==> config.mk <==
export PLATFORM = sky130hd
export DESIGN_NAME = seq_avg
export DESIGN_NICKNAME = d
export VERILOG_FILES = /design/src/rtl/seq_avg.sv
export SDC_FILE = /design/constraint.sdc
export NUM_CORES = 1
export LEC_CHECK = 0
export ABC_AREA = 1
export ABC_CLOCK_PERIOD_IN_PS = 2600
export CAP_MARGIN = 25
export CORE_MARGIN = 2
export CORE_UTILIZATION = 55
export CTS_CLUSTER_DIAMETER = 40
export DETAILED_ROUTE_END_ITERATION = 8
export PLACE_DENSITY = 0.86
export SLEW_MARGIN = 5
export SYNTH_ARGS = -nofsm -noshare
export SYNTH_HDL_FRONTEND = slang
export SYNTH_SLANG_ARGS = --single-unit
==> constraint.sdc <==
create_clock -name Clk -period 2.6 [get_ports Clk]
set_input_delay 0.26 -clock Clk [delete_from_list [all_inputs] [get_ports Clk]]
set_output_delay 0.26 -clock Clk [all_outputs]
set_load 0.05 [all_outputs]
==> src/rtl/seq_avg.sv <==
// Windowed mean of N = 2^LOG2N unsigned samples with a valid/ready result handshake.
// Optional build macro SEQ_AVG_ROUND_EN selects round-half-up for Avg instead of truncation.
module seq_avg #(
    parameter int unsigned DATAWIDTH = 16,
    parameter int unsigned LOG2N     = 3
) (
    input  logic                       Clk,
    input  logic                       Rst_n,
    input  logic                       Clr,
    input  logic                       InValid,
    output logic                       InReady,
    input  logic [DATAWIDTH-1:0]       InData,
    output logic                       OutValid,
    input  logic                       OutReady,
    output logic [DATAWIDTH-1:0]       Avg,
    output logic [DATAWIDTH+LOG2N-1:0] Sum,
    output logic [LOG2N:0]             Count
);

    localparam int unsigned SW = DATAWIDTH + LOG2N;
    localparam int unsigned CW = LOG2N + 1;

    localparam logic [0:0] ACCUM = 1'b0;
    localparam logic [0:0] HOLD  = 1'b1;

    localparam logic [CW-1:0] LAST = CW'((1 << LOG2N) - 1);

`ifdef SEQ_AVG_ROUND_EN
    localparam int unsigned RW = SW + 1;
    localparam logic [RW-1:0] HALF = RW'(1) << (LOG2N - 1);
`endif

    logic [0:0]           state_q, state_d;
    logic [SW-1:0]        acc_q, acc_d;
    logic [CW-1:0]        cnt_q, cnt_d;
    logic [SW-1:0]        sum_q, sum_d;
    logic [DATAWIDTH-1:0] avg_q, avg_d;
    logic                 in_ready_q;
    logic                 out_valid_q;

    logic [SW-1:0]        acc_sum;
    logic [DATAWIDTH-1:0] avg_calc;
`ifdef SEQ_AVG_ROUND_EN
    logic [RW-1:0]        rnd_sum;
`endif

    // Accumulator is wide enough for N full-scale samples, so no wrap is possible.
    always_comb begin
        acc_sum = acc_q + SW'(InData);
`ifdef SEQ_AVG_ROUND_EN
        rnd_sum  = {1'b0, acc_sum} + HALF;
        avg_calc = DATAWIDTH'(rnd_sum >> LOG2N);
`else
        avg_calc = DATAWIDTH'(acc_sum >> LOG2N);
`endif
    end

    always_comb begin
        state_d = state_q;
        acc_d   = acc_q;
        cnt_d   = cnt_q;
        sum_d   = sum_q;
        avg_d   = avg_q;
        if (state_q == ACCUM) begin
            if (Clr) begin
                acc_d = '0;
                cnt_d = '0;
            end else if (InValid) begin
                acc_d = acc_sum;
                cnt_d = cnt_q + CW'(1);
                if (cnt_q == LAST) begin
                    sum_d   = acc_sum;
                    avg_d   = avg_calc;
                    state_d = HOLD;
                end
            end
        end else begin
            // Clr is deliberately ignored here: a finished result is always delivered.
            if (OutReady) begin
                state_d = ACCUM;
                acc_d   = '0;
                cnt_d   = '0;
            end
        end
    end

    always_ff @(posedge Clk or negedge Rst_n) begin
        if (!Rst_n) begin
            state_q     <= ACCUM;
            acc_q       <= '0;
            cnt_q       <= '0;
            sum_q       <= '0;
            avg_q       <= '0;
            in_ready_q  <= 1'b1;
            out_valid_q <= 1'b0;
        end else begin
            state_q     <= state_d;
            acc_q       <= acc_d;
            cnt_q       <= cnt_d;
            sum_q       <= sum_d;
            avg_q       <= avg_d;
            in_ready_q  <= (state_d == ACCUM);
            out_valid_q <= (state_d == HOLD);
        end
    end

    assign InReady  = in_ready_q;
    assign OutValid = out_valid_q;
    assign Sum      = sum_q;
    assign Avg      = avg_q;
    assign Count    = cnt_q;

endmodule
Yosys cells after proc, flatten, opt, wreduce, memory -nomap -nowiden
Index checks and enable logic that the tools add are counted.
{"block": "word_totals", "reg_bits": 60, "inputBits": 21, "output_inout_bits": 41, "wordCells": 29}
{"block": "op_classes", "add_sub_neg": 2, "eq_ne": 2, "n_mux": 13, "n_bitwise": 3, "reduce_logical": 3}
{"operator": "19-bit two-way mux", "n": 4}
{"operator": "19-bit by 16-bit adder with 19-bit output", "n": 1}
{"operator": "4-bit two-way mux", "n": 4}
{"operator": "1-bit two-way mux", "n": 5}
{"operator": "4-bit by 1-bit adder with 4-bit output (second input constant)", "n": 1}
{"operator": "4-bit by 3-bit == test with 1-bit output (second input constant)", "n": 1}
{"operator": "4-bit AND reduction", "n": 1}
{"operator": "1-bit inverter", "n": 3}
{"operator": "3-bit nonzero test", "n": 1}
{"operator": "2-bit != test (second input constant)", "n": 1}
{"operator": "2-bit AND reduction", "n": 1}

Logic depth before layout (Yosys ltp)
{"block": "logic_depth", "ltp_word": 6, "depth_mapped": 13, "depth_no_buf": 13}

Least setup slack after synthesis
OpenSTA, ideal clock, no wires.
{"block": "synth_path", "path_type": "reg2reg", "from": "register acc_q[0]", "to": "register acc_q[12]", "setup_ns": 0.119, "arrival_ns": 1.658, "t_required_ns": 2.481, "path_slack_ns": 0.823, "path_stages_with_launch": 13, "path_buffers": 0, "path_cell_list": "dfrtp_1 -> ha_1 -> fa_1 -> nand2_1 -> inv_1 -> nand2_1 -> nand3_1 -> nand2_1 -> nand2_2 -> nand2_1 -> nand3b_1 -> nand3_1 -> nand2_1"}
{"block": "synth_via", "elab_chain_cells": 4}
{"element": "from (decl)", "line_no": "34", "rtl": "logic [SW-1:0] acc_q, acc_d;"}
{"element": "from (signal assigned)", "line_no": "90", "rtl": "acc_q <= '0;"}
{"element": "from (signal assigned)", "line_no": "98", "rtl": "acc_q <= acc_d;"}
{"element": "19-bit by 16-bit adder with 19-bit output", "line_no": "49", "rtl": "acc_sum = acc_q + SW'(InData);"}
{"element": "19-bit two-way mux", "line_no": "68", "rtl": "end else if (InValid) begin"}
{"element": "19-bit two-way mux", "line_no": "65", "rtl": "if (Clr) begin"}
{"element": "19-bit two-way mux", "line_no": "64", "rtl": "if (state_q == ACCUM) begin"}
Every way passes these cells. The select of a mux whose other input is x is not followed.
A chain may end at the register's enable or synchronous reset.

Worst setup path in the final report
{"block": "layout_path", "from": "register acc_q[0]", "to": "register sum_q[16], in the netlist Sum[16]"}
{"block": "layout_via", "elab_chain_cells": 1}
{"element": "19-bit by 16-bit adder with 19-bit output", "line_no": "49"}
{"element": "to (signal assigned)", "line_no": "100", "rtl": "sum_q <= sum_d;"}
{"element": "to (decl)", "line_no": "36", "rtl": "logic [SW-1:0] sum_q, sum_d;"}
Every way passes these cells.

==> flow_metrics.py <==
metrics = {
    "sta": {
        "tns_ns": 0,
        "fmax_mhz": 503,
        "worstMarginPinSlew_ns": 0.731,
        "period_share_pct": 76.4,
        "min_period_ns": 1.99,
        "fin_worst_skew_ns": 0.00961,
        "slew_headroom_pct": 51.2,
        "finalSetupViolCount": 0,
        "final_hold_viol_count": 0,
        "final_max_slew_viol_count": 0,
        "setup_ws_ns": 0.614,
        "rsz0062_at_grt": "false",
    },
    "die": {
        "io_pins": 62,
        "die_w_um": 75.8,
        "initial_core_util_pct": 56.2,
        "core_um2": 5040,
        "fp-row-count": 26,
        "die-area_um2": 5740,
        "die_h_um": 75.8,
    },
    "drt": {
        "drc": 0,
        "routed_wl_um": 6540,
        "dr.pass1.iters": 4,
        "routedWlPerCell_um": 13.0,
        "drt_iter0_drc": 154,
        "final_antenna_net_count": 0,
        "vias": 2607,
        "vias_per_cell": 5.17,
    },
    "min_path": {
        "min_path_type": "in -> async",
    },
    "power": {
        "ir_worst_vdd_mv": 0.483,
        "p_per_area_nw_per_um2": 580,
        "power.total_mw": 2.03,
        "p_leak_nw": 1.85,
    },
    "final_layout": {
        "multi_input_area_um2": 1430,
        "drive_gt1_share_pct": 4.61,
        "area_delta_synth_final_pct": 23.8,
        "n_fill_cell": 415,
        "antenna_cells": 0,
        "final_common_cell": "nand2_1",
        "seq_area_um2": 1100,
        "layout_common_cells": "nand2_1, clkdlybuf4s50_1, dfrtp_1",
        "stdcell_area_um2": 3500,
        "num-nets-final": 472,
    },
    "logic_synthesis": {
        "synth.top_cell.area_share_pct": 38.0,
        "synth_top_family_by_area": "simple AND/OR/NAND/NOR gates",
        "yosys-top-cells-area": "dfrtp_1, nand2_1, ha_1",
        "synth_top_area_cell": "dfrtp_1",
        "synthCells": 384,
        "synthMuxAreaShare_pct": 0,
        "ys_types": 28,
        "synthAdderAreaFrac_pct": 8.22,
        "avgSynthCellArea_um2": 7.37,
        "ys_warn_count": 0,
        "synth_compound_area_share_pct": 6.50,
        "synth-seq-area-share_pct": 38.9,
        "synth_area_um2": 2830,
        "synth_simple_gate_area_share_pct": 34.7,
        "synth-seq-cells": 44,
        "synthXorXnorAreaFrac_pct": 1.24,
        "syn_nets": 423,
    },
    "cts": {
        "ctsHtreeMaxLevel": 2,
        "clkSlewWorstSetupHoldPaths_ns": 0.09,
        "cts_tree": "done",
        "clock_latency_ns": 0.30,
        "cts_root_buffer": "clkbuf_8",
        "cts-buffers-inserted": 5,
        "cts-hold-fix-buffers": 0,
        "clockBufferDepth": 2,
        "cts_resized": 0,
        "cts_setup_buffers": 0,
        "cts_sinks": 44,
    },
    "global_route": {
        "grt_max_degree": 45,
        "overflow": 0,
        "grtUsageTotal_pct": 24.5,
        "grt_pass1_vias": 2530,
        "grt_pass1_wl_um": 10900,
        "antenna_found_initial": 0,
    },
    "worst_setup_path": {
        "crit_start": "acc_q[0]",
        "worstPathMaxFanout": 4,
        "regToRegStartpoint": "acc_q[0]",
        "critPathRequiredTime_ns": 2.79,
        "cp-start-kind": "flip-flop",
        "worstPathCellList": "ha_1 > fa_1 > nand2_1 > inv_1 > nand2_1 > nand3_1 > nand2_1 > nand2_2 > nand2_1 > nand3b_1 > nand3_1 > nand2_1",
        "crit_path_frequent_cell": "nand2_1",
        "slowest_stage": "fa_1",
        "rrSetupSlack_ns": 0.61,
        "max_stage_delay_ns": 0.44,
        "crit_path_end_kind": "flip-flop",
        "worstSetupPathType": "reg -> reg",
        "crit_family": "simple AND/OR/NAND/NOR gates",
        "crit_arrival_ns": 2.18,
        "cp_num_buf_inv": 1,
    },
    "placement": {
        "place_hpwl_um": 4820,
        "place_ws_ns": 0.333,
        "io_buffers": 61,
        "finalWeightedCongestion": 0.930,
        "postPlaceCellArea_um2": 3370,
    },
    "outcome": {
        "status": "finished clean",
    },
    "run": {
        "maxCapViolations": 0,
    },
}
registers in the layout, summed over array words and instances (netlist names):
signal    count
Count         4
InReady       1
OutValid      1
Sum          19
acc_q        19
report_power, final:
group	leakage, nW	internal [mW]	switching (mW)
clock	0.0491	0.198	0.258
sequential	0.597	0.750	0.0567
combinational	1.21	0.276	0.494
total	1.85	1.22	0.809
logic make-up after synthesis:
logic type | Yosys count
AO/OA/AOI/OAI | 31
buffers and inverters | 57
XOR/XNOR | 4
flip-flops | 44
AND/OR/NAND/NOR | 230
adder cells (fa/ha/maj) | 18
per-layer routing:
layer | GRT usage, % | wire length (um) | part of all wire [%]
met3 | 4.23 | 359 | 5.5
met2 | 41.6 | 3050 | 47
met1 | 32.9 | 3040 | 46
met5 | 0 | 0 | 0
met4 | 5.65 | 95 | 1.5
synthesized netlist by cell type:
library cell,number
xnor2_1,1
a22o_1,5
nand3_2,2
nand3_1,29
buf_4,19
nand3b_1,12
a32o_1,1
nand2_1,151
o22ai_1,1
dfrtp_1,43
a21oi_1,18
nor3_1,2
buf_6,1
clkinv_1,1
dfstp_2,1
o21ai_0,5
nand4_1,1
nand2_2,3
inv_1,33
xor2_1,3
nor2_4,1
and2_1,2
ha_1,17
fa_1,1
buf_2,2
nor2_1,27
clkbuf_1,1
a21oi_2,1
area by class of cell:
cell class | count | share of cell area [%]
clock buffers | 5 | 1.96
clock inverters | 3 | 0.750
inverters | 34 | 3.64
flip-flops and latches | 44 | 31.5
multi-input cells | 283 | 40.9
repair buffers | 65 | 18.8
well taps | 70 | 2.50
stage by stage:
step / instances / util [%] / hold slack (ns)
after floorplan: 384 / - / -0.0356
after global placement: 494 / 66.9 / 0.455
after detailed placement: 494 / 66.9 / 0.464
after CTS: 502 / 68.8 / 0.139
after global routing: 504 / 69.5 / 0.487
final: 504 / 69.5 / 0.439
path summary, 6_finish.rpt:
| check | end | cells after the start |
|---|---|---|
| hold reg to reg | Sum[1] | 2 |
| setup reg to reg | Sum[16] | 12 |
| max in group asynchronous | InReady | 3 |
| setup / recovery | Sum[16] | 12 |
| min in group Clk | Sum[1] | 2 |
| hold / removal | Sum[1] | 2 |
(Power assumes the default switching activity.)
